<file path="config.mk">
export PLATFORM = sky130hd
export DESIGN_NAME = downscale_bilinear_stream
export DESIGN_NICKNAME = d
export VERILOG_FILES = /design/src/rtl/downscale_bilinear_stream.sv
export SDC_FILE = /design/constraint.sdc
export NUM_CORES = 2
export LEC_CHECK = 0
export CAP_MARGIN = 20
export CORE_MARGIN = 2
export CORE_UTILIZATION = 45
export CTS_CLUSTER_DIAMETER = 100
export DETAILED_ROUTE_END_ITERATION = 10
export REMOVE_ABC_BUFFERS = 1
export SLEW_MARGIN = 0
export SYNTH_ARGS = -nofsm -noshare
export SYNTH_HDL_FRONTEND = slang
export SYNTH_SLANG_ARGS = --single-unit
</file>
<file path="constraint.sdc">
create_clock -name clk -period 27 [get_ports clk]
set_clock_uncertainty 0.15 [all_clocks]
set_input_delay 2.7 -clock clk [delete_from_list [all_inputs] [get_ports clk]]
set_output_delay 2.7 -clock clk [all_outputs]
set_load 0.03 [all_outputs]
</file>
<file path="src/rtl/downscale_bilinear_stream.sv">
// downscale_bilinear_stream: Q8.8 bilinear downscaler from a 1-cycle-latency frame memory to a valid/ready pixel stream.
// Ports: clk, rst_n (synchronous, active-low).
//   start, cfg_dst_w/h, cfg_x/y_ratio : frame launch and configuration, latched when start is accepted in IDLE.
//   mem_rd_en, mem_addr, mem_rd_data : frame memory read port, data returns one cycle after the strobe.
//   out_valid, out_ready, out_data, out_x, out_y, out_last : destination pixel stream in raster order.
//   busy, done, cfg_err : frame in progress, end-of-frame pulse, rejected-start pulse.
module downscale_bilinear_stream #(
    parameter int SRC_W  = 640,
    parameter int SRC_H  = 480,
    parameter int PIX_W  = 8,
    parameter int DIM_W  = $clog2((SRC_W > SRC_H) ? SRC_W : SRC_H) + 1,
    parameter int ADDR_W = $clog2(SRC_W * SRC_H)
) (
    input  logic              clk,
    input  logic              rst_n,
    input  logic              start,
    input  logic [DIM_W-1:0]  cfg_dst_w,
    input  logic [DIM_W-1:0]  cfg_dst_h,
    input  logic [15:0]       cfg_x_ratio,
    input  logic [15:0]       cfg_y_ratio,
    output logic              mem_rd_en,
    output logic [ADDR_W-1:0] mem_addr,
    input  logic [PIX_W-1:0]  mem_rd_data,
    output logic              out_valid,
    input  logic              out_ready,
    output logic [PIX_W-1:0]  out_data,
    output logic [DIM_W-1:0]  out_x,
    output logic [DIM_W-1:0]  out_y,
    output logic              out_last,
    output logic              busy,
    output logic              done,
    output logic              cfg_err
);
    localparam int TW = PIX_W + 9;
    localparam int SW = PIX_W + 18;
    localparam logic [DIM_W-1:0] XMAX = DIM_W'(SRC_W - 1);
    localparam logic [DIM_W-1:0] YMAX = DIM_W'(SRC_H - 1);
    localparam logic [PIX_W-1:0] PMAX = '1;

    typedef enum logic [2:0] {IDLE, FETCH, CALC, OUT, DONE} state_t;
    state_t state, nxt;

    logic [DIM_W-1:0] dst_w, dst_h, i, j;
    logic [15:0]      x_ratio, y_ratio;
    logic [2:0]       fcnt;
    logic [PIX_W-1:0] p00, p10, p01, p11;
    logic             cfg_ok, accept, hs, row_end;

    assign cfg_ok  = cfg_dst_w != '0 && cfg_dst_h != '0 &&
                     cfg_dst_w <= DIM_W'(SRC_W) && cfg_dst_h <= DIM_W'(SRC_H);
    assign accept  = state == IDLE && start && cfg_ok;
    assign hs      = state == OUT && out_ready;
    assign row_end = j == dst_w - DIM_W'(1);

    // Source coordinates of the current destination pixel; j and i only
    // move on the output handshake, so these stay valid through CALC.
    logic [31:0]      x_fp, y_fp;
    logic             x_cl, y_cl;
    logic [DIM_W-1:0] x_l, x_h, y_l, y_h, rd_x, rd_y;
    logic [7:0]       alpha, beta;

    assign x_fp  = 32'(j) * 32'(x_ratio);
    assign y_fp  = 32'(i) * 32'(y_ratio);
    assign x_cl  = x_fp[31:8] >= 24'(SRC_W - 1);
    assign y_cl  = y_fp[31:8] >= 24'(SRC_H - 1);
    assign x_l   = x_cl ? XMAX : x_fp[8 +: DIM_W];
    assign y_l   = y_cl ? YMAX : y_fp[8 +: DIM_W];
    assign alpha = x_cl ? 8'd0 : x_fp[7:0];
    assign beta  = y_cl ? 8'd0 : y_fp[7:0];
    assign x_h   = (x_l == XMAX) ? x_l : x_l + DIM_W'(1);
    assign y_h   = (y_l == YMAX) ? y_l : y_l + DIM_W'(1);

    // Read order I00, I10, I01, I11: bit 0 of the slot picks the high x,
    // bit 1 picks the high y.
    assign rd_x = fcnt[0] ? x_h : x_l;
    assign rd_y = fcnt[1] ? y_h : y_l;

    // Bilinear blend; weights per axis sum to 256, so sum fits PIX_W+16 bits
    // and the extra headroom only guards the rounding add.
    logic [8:0]       wa, wb;
    logic [TW-1:0]    top, bot;
    logic [SW-1:0]    sum, rnd;
    logic [PIX_W-1:0] pix;

    assign wa  = 9'd256 - {1'b0, alpha};
    assign wb  = 9'd256 - {1'b0, beta};
    assign top = TW'(p00) * TW'(wa) + TW'(p10) * TW'(alpha);
    assign bot = TW'(p01) * TW'(wa) + TW'(p11) * TW'(alpha);
    assign sum = SW'(top) * SW'(wb) + SW'(bot) * SW'(beta);
    assign rnd = (sum + SW'(32768)) >> 16;
    assign pix = (rnd > SW'(PMAX)) ? PMAX : rnd[PIX_W-1:0];

    always_ff @(posedge clk) begin
        if (!rst_n) begin
            state <= IDLE;
        end else begin
            state <= nxt;
        end
    end

    always_comb begin
        nxt       = state;
        mem_rd_en = 1'b0;
        mem_addr  = '0;
        out_valid = 1'b0;
        busy      = 1'b0;
        done      = 1'b0;
        case (state)
            IDLE:    nxt = accept ? FETCH : IDLE;
            FETCH:   nxt = (fcnt == 3'd4) ? CALC : FETCH;
            CALC:    nxt = OUT;
            OUT:     nxt = hs ? (out_last ? DONE : FETCH) : OUT;
            DONE:    nxt = IDLE;
            default: nxt = IDLE;
        endcase
        mem_rd_en = state == FETCH && fcnt != 3'd4;
        mem_addr  = mem_rd_en ? ADDR_W'(rd_y) * ADDR_W'(SRC_W) + ADDR_W'(rd_x) : '0;
        out_valid = state == OUT;
        busy      = state != IDLE;
        done      = state == DONE;
    end

    always_ff @(posedge clk) begin
        if (!rst_n) begin
            dst_w    <= '0;
            dst_h    <= '0;
            x_ratio  <= '0;
            y_ratio  <= '0;
            i        <= '0;
            j        <= '0;
            fcnt     <= '0;
            p00      <= '0;
            p10      <= '0;
            p01      <= '0;
            p11      <= '0;
            out_data <= '0;
            out_x    <= '0;
            out_y    <= '0;
            out_last <= 1'b0;
            cfg_err  <= 1'b0;
        end else begin
            cfg_err <= state == IDLE && start && !cfg_ok;
            fcnt    <= (state == FETCH) ? fcnt + 3'd1 : 3'd0;
            if (accept) begin
                dst_w   <= cfg_dst_w;
                dst_h   <= cfg_dst_h;
                x_ratio <= cfg_x_ratio;
                y_ratio <= cfg_y_ratio;
                i       <= '0;
                j       <= '0;
            end
            // Each slot captures the read issued in the previous slot.
            if (state == FETCH && fcnt == 3'd1) p00 <= mem_rd_data;
            if (state == FETCH && fcnt == 3'd2) p10 <= mem_rd_data;
            if (state == FETCH && fcnt == 3'd3) p01 <= mem_rd_data;
            if (state == FETCH && fcnt == 3'd4) p11 <= mem_rd_data;
            if (state == CALC) begin
                out_data <= pix;
                out_x    <= j;
                out_y    <= i;
                out_last <= i == dst_h - DIM_W'(1) && row_end;
            end
            if (hs && !out_last) begin
                j <= row_end ? '0 : j + DIM_W'(1);
                i <= row_end ? i + DIM_W'(1) : i;
            end
        end
    end
endmodule

</file>
==> run_results.csv <==
group,metric,value,unit
floorplan,die_w,295,µm
cts,cts_tree,"built",
finish,instances_no_fill,5644,
finish,fin_nets,5646,
detailed_routing,antenna_left,0,
setup_path,path_common_cell,"fa_1",
finish,drive_gt1_share,2.26,%
sta,worstMarginPinSlew,1140,ps
synth,yosysMostFrequentCell,"inv_1",
place,place_ws,7110,ps
floorplan,io_pins,121,
cts,cts.clk_slew.worst_paths,70,ps
grt,antenna_found_initial,0,
sta,grt_setup_unrepaired,"no",
synth,synth_top_area_cell,"fa_1",
cts,htree_levels,4,
setup_path,cp.arrival,20270,ps
floorplan,core-area,83700,µm²
sta,setup_ws,6990,ps
sta,slew_viol_final,0,
synth,synth.area.top_cells,"fa_1 37%, ha_1 13%, inv_1 8.7%",
run,cap_violations,0,
sta,hold_viol,0,
finish,area_delta_synth_final,7.07,%
setup_path,r2r_end,"out_data[7]",
cts,clk-insertion-delay-late,490,ps
synth,ys_ff_latch,146,
setup_path,required,27270,ps
setup_path,cp_slowest_cell,"dfxtp_1",
sta,timing.final.crit_share,74.1,%
status,status,"finished clean",
sta,finalSetupTns,0,ps
cts,post-cts-setup-buffers,0,
detailed_routing,wl,97100,µm
synth,syn_avg_cell_area,8.44,µm²
setup_path,path_class,"flip-flop to flip-flop",
detailed_routing,via_per_inst,5.18,
setup_path,r2r_setup_slack,6990,ps
sta,whs,322,ps
floorplan,initial_core_util,45.5,%
synth,yosys_warnings,0,
synth,synth_ff_type,"dfxtp_1",
cts,cts-buffers-inserted,17,
setup_path,cp-start-kind,"flip-flop",
detailed_routing,num_vias,29200,
synth,yosysTopAreaCellShare,36.5,%
cts,clockBufferDepth,2,
worst_hold_path,hold_start,"out_y[0]",
setup_path,cp-end-kind,"flip-flop",
finish,antennaDiodeCount,0,
grt,grt-ovfl-total,0,
place,port_buffers,120,
setup_path,r2r_cells,65,
sta,slew_headroom,23.8,%
cts,cts.sink_count,146,
sta,finalCriticalPeriod,20010,ps
synth,mappedNetlistArea,38100,µm²
synth,synth.distinct_cells,81,
cts,cts_resized,0,
synth,synth_edf_count,0,
place,dp_hpwl,78900,µm
finish,nFillCells,8245,
synth,syn_inst,4515,
cts,hold_buffers,0,
setup_path,critPathMaxStageDelay,910,ps
floorplan,rows,106,
grt,grt_max_degree,69,
setup_path,crit_fanout,33,
sta,max_freq,50.0,MHz
power,p_leak,20.1,nW
grt,grt_pass1_vias,30200,
synth,synth-async-reset-ratio,0,%
synth,synthTopCellsByCount,"887 x inv_1, 695 x fa_1, 677 x nand2_1",
finish,regArea,2920,µm²
place,gp_congestion,0.895,
grt,grt_first_pass_wirelength,162000,µm
detailed_routing,drt_iter0_drc,1494,
finish,multiInputGateArea,31100,µm²
worst_hold_path,min_path_type,"flip-flop to flip-flop",
power,ir_drop,0.0000492,V
worst_hold_path,holdPathEnd,"out_y[0]",
floorplan,die_h,295,µm
grt,grt_use_total,23.4,%
detailed_routing,dr.pass1.iters,6,
worst_hold_path,hold_path_depth,2,
detailed_routing,drc_errors,0,
floorplan,die_area,87000,µm²
detailed_routing,wl_per_cell,17.2,µm
cts,root_buffer,"clkbuf_16",
finish,finish.utilization,48.7,%
place,dp_cells,5612,
power,powerDensity,12.2,nW/µm²
setup_path,regToRegStartpoint,"j[3]",
sta,setup_violations,0,
synth,yosysSeqAreaShare,7.67,%
-- worst max-delay path by stage --
stage	from	endpoint	depth (start not counted)
after floorplan	j[2]	out_data[7]	63
after global placement	j[3]	out_data[7]	65
after detailed placement	j[3]	out_data[7]	65
after CTS	j[3]	out_data[6]	65
after global routing	j[3]	out_data[6]	62
final	j[3]	out_data[7]	65
-- through the flow --
stage	area, µm²	power (mW)
after floorplan	37300	0.234
after global placement	40200	0.254
after detailed placement	40200	0.254
after CTS	40800	0.505
after global routing	40800	0.516
final	40800	0.499
-- logic make-up (layout without fill, tap and decap cells) --
kind of cell | Yosys count | after routing | share of synthesized area, %
AO/OA/AOI/OAI | 433 | 433 | 7.52
other | 1 | 3 | 0.00984
flip-flops | 146 | 146 | 7.67
XOR/XNOR | 156 | 156 | 3.65
buffers and inverters | 1079 | 1072 | 10.8
multiplexers | 34 | 34 | 0.893
adder cells (fa/ha/maj) | 1082 | 1082 | 49.2
AND/OR/NAND/NOR | 1584 | 1584 | 20.3
-- cell usage in the layout, fill, tap and decap left out, types with 5 or more instances in the layout --
master           Yosys  layout
a211oi_1             9       8
a21boi_0            88      88
a21o_1              36      36
a21oi_1            126     126
a31oi_1             13      13
and2_1             371     371
and3_1              71      71
buf_4                6      35
clkbuf_16            0      17
clkdlybuf4s50_1      0     119
clkinvlp_4           0       5
dfxtp_1            146     146
fa_1               695     695
ha_1               387     387
inv_1              887     887
mux2i_1             34      34
nand2_1            677     677
nand2b_1            24      24
nand3_1             53      53
nand4_1             23      23
nor2_1             196     195
nor2b_1             54      54
nor3_1              35      35
nor3b_1              8       8
nor4_1              18      18
o211ai_1            11      11
o21a_1               7       7
o21ai_0             66      66
o21bai_1            16      16
o31ai_1              6       6
or2_2               10      10
or3_1                8       8
or4_1                9       9
xnor2_1             95      95
xor2_1              58      58
-- flip-flops by register name, indices dropped and copies added, names as in the netlist, 11 cells and up --
signal   cells
x_ratio     16
dst_h       11
i           11
j           11
dst_w       11
out_y       11
y_ratio     16
out_x       11
-- worst max-delay path, delay by kind of cell (launching register included) --
| kind | cells | cell delay [ps] |
|---|---|---|
| AO/OA/AOI/OAI | 17 | 4000 |
| XOR/XNOR | 2 | 930 |
| adder cells (fa/ha/maj) | 21 | 9330 |
| buffers and inverters | 12 | 920 |
| flip-flops | 1 | 910 |
| AND/OR/NAND/NOR | 13 | 3690 |
-- per-layer routing --
layer	vias up	GRT usage [%]	routed length (µm)
li1	13800	-	-
met1	14700	32.5	44700
met2	641	38.6	45800
met3	113	3.49	4560
met4	0	5.71	2000
met5	-	0	0
-- report_power, final --
part | total (mW) | switching [mW] | internal, mW | leakage (nW)
combinational | 0.0282 | 0.0132 | 0.0149 | 18.7
sequential | 0.220 | 0.00384 | 0.217 | 1.18
clock | 0.250 | 0.112 | 0.138 | 0.268
total | 0.499 | 0.129 | 0.369 | 20.1
-- final cells by class --
cell class / count / share of cell area [%]
Clock buffer: 19 / 1.09
Clock inverter: 12 / 0.328
Inverter: 887 / 8.16
Multi-Input combinational cell: 3292 / 76.2
Sequential cell: 146 / 7.16
Tap cell: 1134 / 3.48
Timing Repair Buffer: 154 / 3.56
Power figures use the tool's default switching activity.
